<file path="config.mk">
export PLATFORM = sky130hd
export DESIGN_NAME = spi_master_multi
export DESIGN_NICKNAME = d
export VERILOG_FILES = /design/src/rtl/spi_pkg.sv /design/src/rtl/spi_clk_gen.sv /design/src/rtl/spi_master_multi.sv
export SDC_FILE = /design/constraint.sdc
export NUM_CORES = 1
export LEC_CHECK = 0
export BUFFER_PORTS_ARGS = -buffer_cell sky130_fd_sc_hd__buf_2
export CORE_MARGIN = 4
export CORE_UTILIZATION = 29
export DETAILED_ROUTE_END_ITERATION = 10
export GPL_ROUTABILITY_DRIVEN = 0
export PLACE_DENSITY_LB_ADDON = 0.2
export SLEW_MARGIN = 20
export SYNTH_ARGS = -nofsm -noshare
export SYNTH_HDL_FRONTEND = slang
export SYNTH_SLANG_ARGS = --single-unit
</file>
<file path="constraint.sdc">
create_clock -name clk_i -period 4.25 [get_ports clk_i]
set_clock_uncertainty 0.05 [all_clocks]
set_input_delay 0.6375 -clock clk_i [delete_from_list [all_inputs] [get_ports clk_i]]
set_output_delay 0.6375 -clock clk_i [all_outputs]
set_load 0.05 [all_outputs]
</file>
<file path="src/rtl/spi_pkg.sv">
// Shared types for the multi-mode SPI master: FSM states and the per-transfer mode bundle.
package spi_pkg;

  typedef enum logic [1:0] {
    StIdle,
    StSetup,
    StShift,
    StHold
  } spi_state_e;

  typedef struct packed {
    logic cpol;
    logic cpha;
    logic lsb_first;
  } spi_mode_t;

endpackage

</file>
<file path="src/rtl/spi_clk_gen.sv">
// SCLK divider: ticks every div_i+1 cycles while running and toggles the SCLK level on
// ticks flagged by toggle_i, reporting whether each toggle is a leading or trailing edge.
module spi_clk_gen #(
  parameter int unsigned DIV_W = 8
) (
  input  logic             clk_i,
  input  logic             aresetn_i,
  input  logic             start_i,
  input  logic             run_i,
  input  logic             toggle_i,
  input  logic [DIV_W-1:0] div_i,
  input  logic             cpol_i,
  output logic             tick_o,
  output logic             lead_stb_o,
  output logic             trail_stb_o,
  output logic             sclk_o
);

  logic [DIV_W-1:0] cnt_q, cnt_d;
  logic             sclk_q, sclk_d;

  always_comb begin
    tick_o      = run_i && (cnt_q == div_i);
    // Leading edge moves SCLK away from its idle (CPOL) level.
    lead_stb_o  = tick_o && toggle_i && (sclk_q == cpol_i);
    trail_stb_o = tick_o && toggle_i && (sclk_q != cpol_i);
    cnt_d       = cnt_q;
    sclk_d      = sclk_q;
    if (start_i) begin
      cnt_d  = '0;
      sclk_d = cpol_i;
    end else if (!run_i) begin
      cnt_d = '0;
    end else begin
      cnt_d = tick_o ? '0 : cnt_q + DIV_W'(1);
      if (tick_o && toggle_i) sclk_d = ~sclk_q;
    end
  end

  always_ff @(posedge clk_i or negedge aresetn_i) begin
    if (!aresetn_i) begin
      cnt_q  <= '0;
      sclk_q <= 1'b0;
    end else begin
      cnt_q  <= cnt_d;
      sclk_q <= sclk_d;
    end
  end

  assign sclk_o = sclk_q;

endmodule

</file>
<file path="src/rtl/spi_master_multi.sv">
// SPI master with configurable word width, CPOL/CPHA, bit order, SCLK divider and one-hot
// active-low chip selects. Transfer runs IDLE -> SETUP -> SHIFT -> HOLD -> IDLE.
module spi_master_multi
  import spi_pkg::*;
#(
  parameter int unsigned DATA_W = 8,
  parameter int unsigned NUM_CS = 4,
  parameter int unsigned DIV_W  = 8,
  localparam int unsigned SelW  = (NUM_CS > 1) ? $clog2(NUM_CS) : 1
) (
  input  logic              clk_i,
  input  logic              aresetn_i,
  input  logic              load_i,
  input  logic              start_i,
  input  logic              read_i,
  input  logic [DATA_W-1:0] data_i,
  output logic [DATA_W-1:0] data_o,
  input  logic [SelW-1:0]   cs_sel_i,
  input  logic              cpol_i,
  input  logic              cpha_i,
  input  logic              lsb_first_i,
  input  logic [DIV_W-1:0]  clk_div_i,
  output logic              busy_o,
  output logic              done_o,
  output logic              rx_valid_o,
  input  logic              miso_i,
  output logic              sclk_o,
  output logic              mosi_o,
  output logic [NUM_CS-1:0] cs_o
);

  localparam int unsigned    EdgeW    = $clog2(2 * DATA_W + 1);
  localparam logic [EdgeW-1:0] LastEdge = EdgeW'(2 * DATA_W);
  localparam logic [SelW:0]  NumCsW   = (SelW + 1)'(NUM_CS);

  function automatic logic first_bit(input logic [DATA_W-1:0] w, input logic lsb);
    return lsb ? w[0] : w[DATA_W-1];
  endfunction

  function automatic logic [DATA_W-1:0] shift_word(input logic [DATA_W-1:0] w,
                                                   input logic lsb);
    return lsb ? (w >> 1) : (w << 1);
  endfunction

  spi_state_e        state_q, state_d;
  spi_mode_t         mode_q, mode_d;
  logic [DIV_W-1:0]  div_q, div_d;
  logic [SelW-1:0]   sel_q, sel_d;
  logic [DATA_W-1:0] tx_q, tx_d, sh_q, sh_d, rx_q, rx_d, data_q, data_d;
  logic [EdgeW-1:0]  edge_q, edge_d;
  logic              mosi_q, mosi_d, done_q, done_d, rx_valid_q, rx_valid_d;

  logic accept, sel_ok, toggle, tick, lead_stb, trail_stb, gen_sclk, clk_cpol;
  logic sample_stb, drive_stb;

  assign sel_ok   = ({1'b0, cs_sel_i} < NumCsW);
  assign accept   = (state_q == StIdle) && start_i && sel_ok;
  assign toggle   = (state_q == StSetup) || ((state_q == StShift) && (edge_q < LastEdge));
  // The mode register is only valid from the cycle after acceptance.
  assign clk_cpol = accept ? cpol_i : mode_q.cpol;

  spi_clk_gen #(
    .DIV_W (DIV_W)
  ) u_clk_gen (
    .clk_i       (clk_i),
    .aresetn_i   (aresetn_i),
    .start_i     (accept),
    .run_i       (state_q != StIdle),
    .toggle_i    (toggle),
    .div_i       (div_q),
    .cpol_i      (clk_cpol),
    .tick_o      (tick),
    .lead_stb_o  (lead_stb),
    .trail_stb_o (trail_stb),
    .sclk_o      (gen_sclk)
  );

  assign sample_stb = mode_q.cpha ? trail_stb : lead_stb;
  assign drive_stb  = mode_q.cpha ? lead_stb : trail_stb;

  always_ff @(posedge clk_i or negedge aresetn_i) begin
    if (!aresetn_i) begin
      state_q <= StIdle;
    end else begin
      state_q <= state_d;
    end
  end

  always_comb begin
    state_d = state_q;
    unique case (state_q)
      StIdle:  if (accept) state_d = StSetup;
      StSetup: if (tick) state_d = StShift;
      StShift: if (tick && (edge_q == LastEdge)) state_d = StHold;
      StHold:  if (tick) state_d = StIdle;
      default: state_d = StIdle;
    endcase
  end

  always_comb begin
    busy_o = (state_q != StIdle);
    sclk_o = busy_o ? gen_sclk : cpol_i;
    cs_o   = '1;
    if (busy_o) cs_o[sel_q] = 1'b0;
  end

  always_comb begin
    tx_d       = ((state_q == StIdle) && load_i) ? data_i : tx_q;
    mode_d     = mode_q;
    div_d      = div_q;
    sel_d      = sel_q;
    sh_d       = sh_q;
    rx_d       = rx_q;
    mosi_d     = mosi_q;
    edge_d     = edge_q;
    data_d     = data_q;
    done_d     = 1'b0;
    // A read in the done cycle loses to the fresh word.
    rx_valid_d = (read_i && !done_q) ? 1'b0 : rx_valid_q;
    if (accept) begin
      mode_d = '{cpol: cpol_i, cpha: cpha_i, lsb_first: lsb_first_i};
      div_d  = clk_div_i;
      sel_d  = cs_sel_i;
      edge_d = '0;
      sh_d   = tx_d;
      if (!cpha_i) begin
        mosi_d = first_bit(tx_d, lsb_first_i);
        sh_d   = shift_word(tx_d, lsb_first_i);
      end
    end
    if (tick && toggle) edge_d = edge_q + EdgeW'(1);
    if (drive_stb) begin
      mosi_d = first_bit(sh_q, mode_q.lsb_first);
      sh_d   = shift_word(sh_q, mode_q.lsb_first);
    end
    if (sample_stb) begin
      rx_d = mode_q.lsb_first ? {miso_i, rx_q[DATA_W-1:1]} : {rx_q[DATA_W-2:0], miso_i};
    end
    if ((state_q == StHold) && tick) begin
      done_d     = 1'b1;
      data_d     = rx_q;
      rx_valid_d = 1'b1;
    end
  end

  always_ff @(posedge clk_i or negedge aresetn_i) begin
    if (!aresetn_i) begin
      mode_q     <= '0;
      div_q      <= '0;
      sel_q      <= '0;
      tx_q       <= '0;
      sh_q       <= '0;
      rx_q       <= '0;
      data_q     <= '0;
      edge_q     <= '0;
      mosi_q     <= 1'b0;
      done_q     <= 1'b0;
      rx_valid_q <= 1'b0;
    end else begin
      mode_q     <= mode_d;
      div_q      <= div_d;
      sel_q      <= sel_d;
      tx_q       <= tx_d;
      sh_q       <= sh_d;
      rx_q       <= rx_d;
      data_q     <= data_d;
      edge_q     <= edge_d;
      mosi_q     <= mosi_d;
      done_q     <= done_d;
      rx_valid_q <= rx_valid_d;
    end
  end

  assign data_o     = data_q;
  assign done_o     = done_q;
  assign rx_valid_o = rx_valid_q;
  assign mosi_o     = mosi_q;

endmodule

</file>
==> metrics.cfg, run 1 <==
[critical_path]
critPathKind=reg -> reg
cp_max_fo=16
cp.required_ps=4410
cp-end-kind=flip-flop
reg2reg_depth=7
crit_path_start_kind=flip-flop
arrival_ps=3070

[route]
dr_total_vias=2187
drtIter0Drc=155
drc=0
wire_per_inst_um=14.8
ant_nets=0
avgViaCountPerCell=4.71
first_pass_iters=6
drt_wl_total_um=6870

[grt]
grtUsageTotal_pct=11.3
grt_max_degree=46
grt_antenna_before_repair=0
grt_pass1_vias=2251
gr-total-overflow=0
grt_pass1_wl_um=11400

[power]
peakVddDrop_v=0.000184
swShare_pct=20.2
seq_power_share_pct=40.6
total_power_mw=1.50
p_switching_uw=303
powerDensity_mw_per_mm2=378
internal-power_mw=1.20
combinationalPowerShare_pct=2.4
p_clk_share_pct=56.9
p_leak_nw=2.03

[min_path]
hold_class=in -> async

[cells_and_area]
final_common_cell=dfrtp_1
fin_nets=354
layout-drive-gt1-share_pct=32.7
layout_common_cells=64 x dfrtp_1, 43 x buf_2, 34 x mux2i_1, 34 x mux2_2, 21 x inv_1
area_growth_pct=21.2
antenna_cells=0
instances_no_fill=464

[placement]
placed_cells=448
io_buffers=43
dp_hpwl_um=4860

[clocking]
cts_tree=built
cts_resized=0
numCtsBuffers=9
clock_sinks=64
cts_buffer_depth=2
cts_setup_buffers=0
clock_latency_ps=330
cts_max_level=3
cts_hold_buffers=0
clkTransAtPathRegs_ps=60
root_buffer=clkbuf_16

[outcome]
status=finished, final reports clean

[sta]
fin_crit_ps=2910
rsz0062_at_grt=no
fin_crit_sh_pct=68.4
worst_pin_slew_ps=775
drv_slew=0
whs_ps=206
finalHoldViolations=0
timing.setup.tns_ps=0
slew_headroom_pct=48.3
fmax_ghz=0.344
setup_violations=0

[die]
dieWidth_um=114
die_h_um=114
dieArea_mm2=0.0131
initial_core_util_pct=29.9
row_count=38
core_mm2=0.0109
ios=44

[synth]
synth_fp_nets=309
ys_types=33
synth_area_per_cell_um2=11.9
seq_area_frac_synth_pct=48.9
syn_inst=274
synth_area_mm2=0.00327
ys_warn_count=0
synth-seq-cells=64

[run]
maxCapViolCount=0

cells in the mapped netlist:
cell	number	share of area, %
dfrtp_1	64	49
mux2_2	34	12
mux2i_1	34	10
inv_1	21	2.4
nand2_1	13	1.5
nor2_1	13	1.5
nand3_1	11	1.7
xnor2_1	11	2.9
ha_1	8	3.1
mux2_4	8	3.7
o21ai_0	8	1.2
clkbuf_1	7	0.80
xor2_1	7	1.9
a222oi_1	6	1.8
or3_1	4	0.76
o221ai_1	3	0.80
a21o_1	2	0.46
buf_1	2	0.23
buf_6	2	0.69
nand2b_1	2	0.38
nor3_1	2	0.31
a21boi_0	1	0.23
a21oi_1	1	0.15
a221o_1	1	0.31
and2_1	1	0.19
and3_1	1	0.19
nand4_1	1	0.19
nor2_4	1	0.34
nor3b_1	1	0.23
o31ai_1	1	0.23
o41ai_1	1	0.27
or2_2	1	0.19
or4_4	1	0.34
per-stage QoR:
step,cell area [um^2],worst slack [ps],util (%)
after floorplan,3270,1710,-
after global placement,3620,1490,33.1
after detailed placement,3620,1350,33.1
after CTS,3970,1320,36.3
after global routing,3970,1040,36.3
final,3970,1340,36.3
metal layers:
layer	up-vias	part of all wire [%]	global-route usage, %
li1	1056	-	-
met1	1075	49	15.2
met2	49	46	16.9
met3	7	4.7	3.96
met4	0	1.0	3.80
met5	-	0	0
final timing paths:
path | slack, ps | start | end
setup / recovery | 1340 | state_q[0]$_DFFE_PN0P_ | rx_q[5]$_DFFE_PN0P_
hold reg to reg | 450 | data_o[7]$_DFFE_PN0P_ | data_o[7]$_DFFE_PN0P_
hold / removal | 210 | aresetn_i | done_o$_DFF_PN0_
max in group asynchronous | 2970 | aresetn_i | tx_q[0]$_DFF_PN0_
setup reg to reg | 1340 | state_q[0]$_DFFE_PN0P_ | rx_q[5]$_DFFE_PN0P_
min in group clk_i | 450 | data_o[7]$_DFFE_PN0P_ | data_o[7]$_DFFE_PN0P_
layout make-up:
class / instances / area [um^2]
Clock buffer: 9 / 225
Clock inverter: 7 / 120
Fill cell: 1106 / 6970
Inverter: 21 / 78.8
Multi-Input combinational cell: 178 / 1540
Sequential cell: 64 / 1600
Tap cell: 140 / 175
Timing Repair Buffer: 45 / 230
critical path: stages (launching register included):
cell      delay, ps
dfrtp_1         400
inv_1           130
ha_1            350
nand2_1         400
a21boi_0        410
xnor2_1         230
nand2b_1        390
mux2_4          410
logic make-up (layout without fill, tap and decap cells):
logic type,Yosys count,after routing,share of synthesized area [%]
buffers and inverters,32,82,4.13
multiplexers,76,76,25.8
XOR/XNOR,18,18,4.82
AO/OA/AOI/OAI,24,24,5.50
AND/OR/NAND/NOR,52,52,7.80
adder cells (fa/ha/maj),8,8,3.06
flip-flops,64,64,48.9
power groups by stage:
stage          combinational [mW]  clock [mW]  sequential (mW)
3_5_place_dp               0.0382           0            0.620
5_1_grt                    0.0418       0.907            0.609
4_1_cts                    0.0384       0.883            0.609
6_report                   0.0367       0.854            0.610
2_1_floorplan             0.00930           0            0.621
3_3_place_gp               0.0379           0            0.620
registers in the layout (all words and copies together) (netlist names):
name,flops
sel_q,2
data_o,8
state_q,2
u_clk_gen.sclk_o,1
sh_q,8
u_clk_gen.cnt_q,8
div_q,8
done_o,1
tx_q,8
rx_valid_o,1
mode_q,3
mosi_o,1
edge_q,5
rx_q,8
No activity file was read; power rests on OpenSTA's default activity.
==> inputs of run 2 (changes only) <==
Clock period 4.25 ns to 2.8 ns, I/O delays scaled along.
==> metrics.cfg, run 2 (synthesis results as in run 1) <==
[die]
dieArea_mm2=0.0131
dieWidth_um=114
row_count=38
core_mm2=0.0109
die_h_um=114
initial_core_util_pct=29.9
ios=44

[sta]
drv_slew=0
timing.setup.tns_ps=0
fmax_ghz=0.380
fin_crit_sh_pct=94.0
fin_crit_ps=2630
worst_pin_slew_ps=832
rsz0062_at_grt=no
finalHoldViolations=0
slew_headroom_pct=44.6
setup_violations=0

[route]
ant_nets=0
avgViaCountPerCell=4.67
drc=0
dr_total_vias=2192
drtIter0Drc=147
first_pass_iters=5
wire_per_inst_um=14.6
drt_wl_total_um=6850

[cells_and_area]
area_growth_pct=21.9
layout-drive-gt1-share_pct=33.4
fin_nets=360
fill_cells=1131
utilization_pct=36.5
final_common_cell=dfrtp_1
antenna_cells=0
layout_common_cells=64 x dfrtp_1, 43 x buf_2, 34 x mux2i_1, 34 x mux2_2, 21 x inv_1

[critical_path]
cp_top_family=simple AND/OR/NAND/NOR gates
worst_path_largest_cell_delay_ps=500
critPathKind=reg -> reg
arrival_ps=2790
cp.required_ps=2950
critical_path_buf_inv_count=1
cp_cell_sequence=inv_1, ha_1, or3_1, or4_4, nand2b_1, mux2_4
crit_path_start_kind=flip-flop
cp_slowest_cell=or4_4
cp-end-kind=flip-flop
cp_max_fo=8

[clocking]
root_buffer=clkbuf_16
cts_setup_buffers=0
clkTransAtPathRegs_ps=60
clock_latency_ps=320
cts_hold_buffers=0
cts_max_level=3
cts_resized=0
clock_sinks=64
cts_tree=built
numCtsBuffers=9
cts_buffer_depth=2

[grt]
grt_pass1_wl_um=11500
grt_antenna_before_repair=0
gr-total-overflow=0
grt_max_degree=65
grtUsageTotal_pct=11.3
grt_pass1_vias=2248

[power]
p_leak_nw=2.05
powerDensity_mw_per_mm2=551
peakVddDrop_v=0.000314
total_power_mw=2.20

[min_path]
hold_class=in -> async

[outcome]
status=finished, final reports clean

[placement]
io_buffers=43
dp_hpwl_um=4830

[run]
maxCapViolCount=0

run 2: final timing paths:
kind	cells past startpoint	slack [ps]	start	end
max	6	170	state_q[0]$_DFFE_PN0P_	rx_q[2]$_DFFE_PN0P_
min	2	210	aresetn_i	rx_valid_o$_DFFE_PN0P_
max reg2reg	6	170	state_q[0]$_DFFE_PN0P_	rx_q[2]$_DFFE_PN0P_
min reg2reg	1	450	data_o[3]$_DFFE_PN0P_	data_o[3]$_DFFE_PN0P_
max in group asynchronous	2	1910	aresetn_i	u_clk_gen.cnt_q[1]$_DFF_PN0_
min in group clk_i	3	260	cs_sel_i[1]	sel_q[1]$_DFFE_PN0N_
run 2: power breakdown:
part	switching [mW]	total [mW]	internal (mW)	leakage, nW
clock	0.397	1.22	0.822	0.159
sequential	0.0000000000000000225	0.926	0.926	0.827
combinational	0.0334	0.0549	0.0215	1.06
run 2: layer usage:
layer / vias to the layer above / track usage [%] / wire length, um
met2: 40 / 17.5 / 3140
met4: 0 / 4.04 / 89
li1: 1063 / - / -
met1: 1081 / 15.1 / 3340
met3: 8 / 3.07 / 284
met5: - / 0 / 0
run 2: area by class of cell:
class / count / area [um^2] / share of cell area [%]
Clock buffer: 12 / 256 / 6.43
Sequential cell: 64 / 1600 / 40.2
Timing Repair Buffer: 51 / 275 / 6.90
Inverter: 21 / 78.8 / 1.98
Multi-Input combinational cell: 178 / 1540 / 38.5
Clock inverter: 3 / 65.1 / 1.63
Tap cell: 140 / 175 / 4.39
run 2: through the flow:
stage	instance area, um^2	std cells	setup WS (ps)	hold slack (ps)
2_1_floorplan	3270	274	264	74.4
3_3_place_gp	3670	454	249	425
3_5_place_dp	3670	454	159	440
4_1_cts	3990	469	151	243
5_1_grt	3990	469	67.4	258
6_report	3990	469	167	213
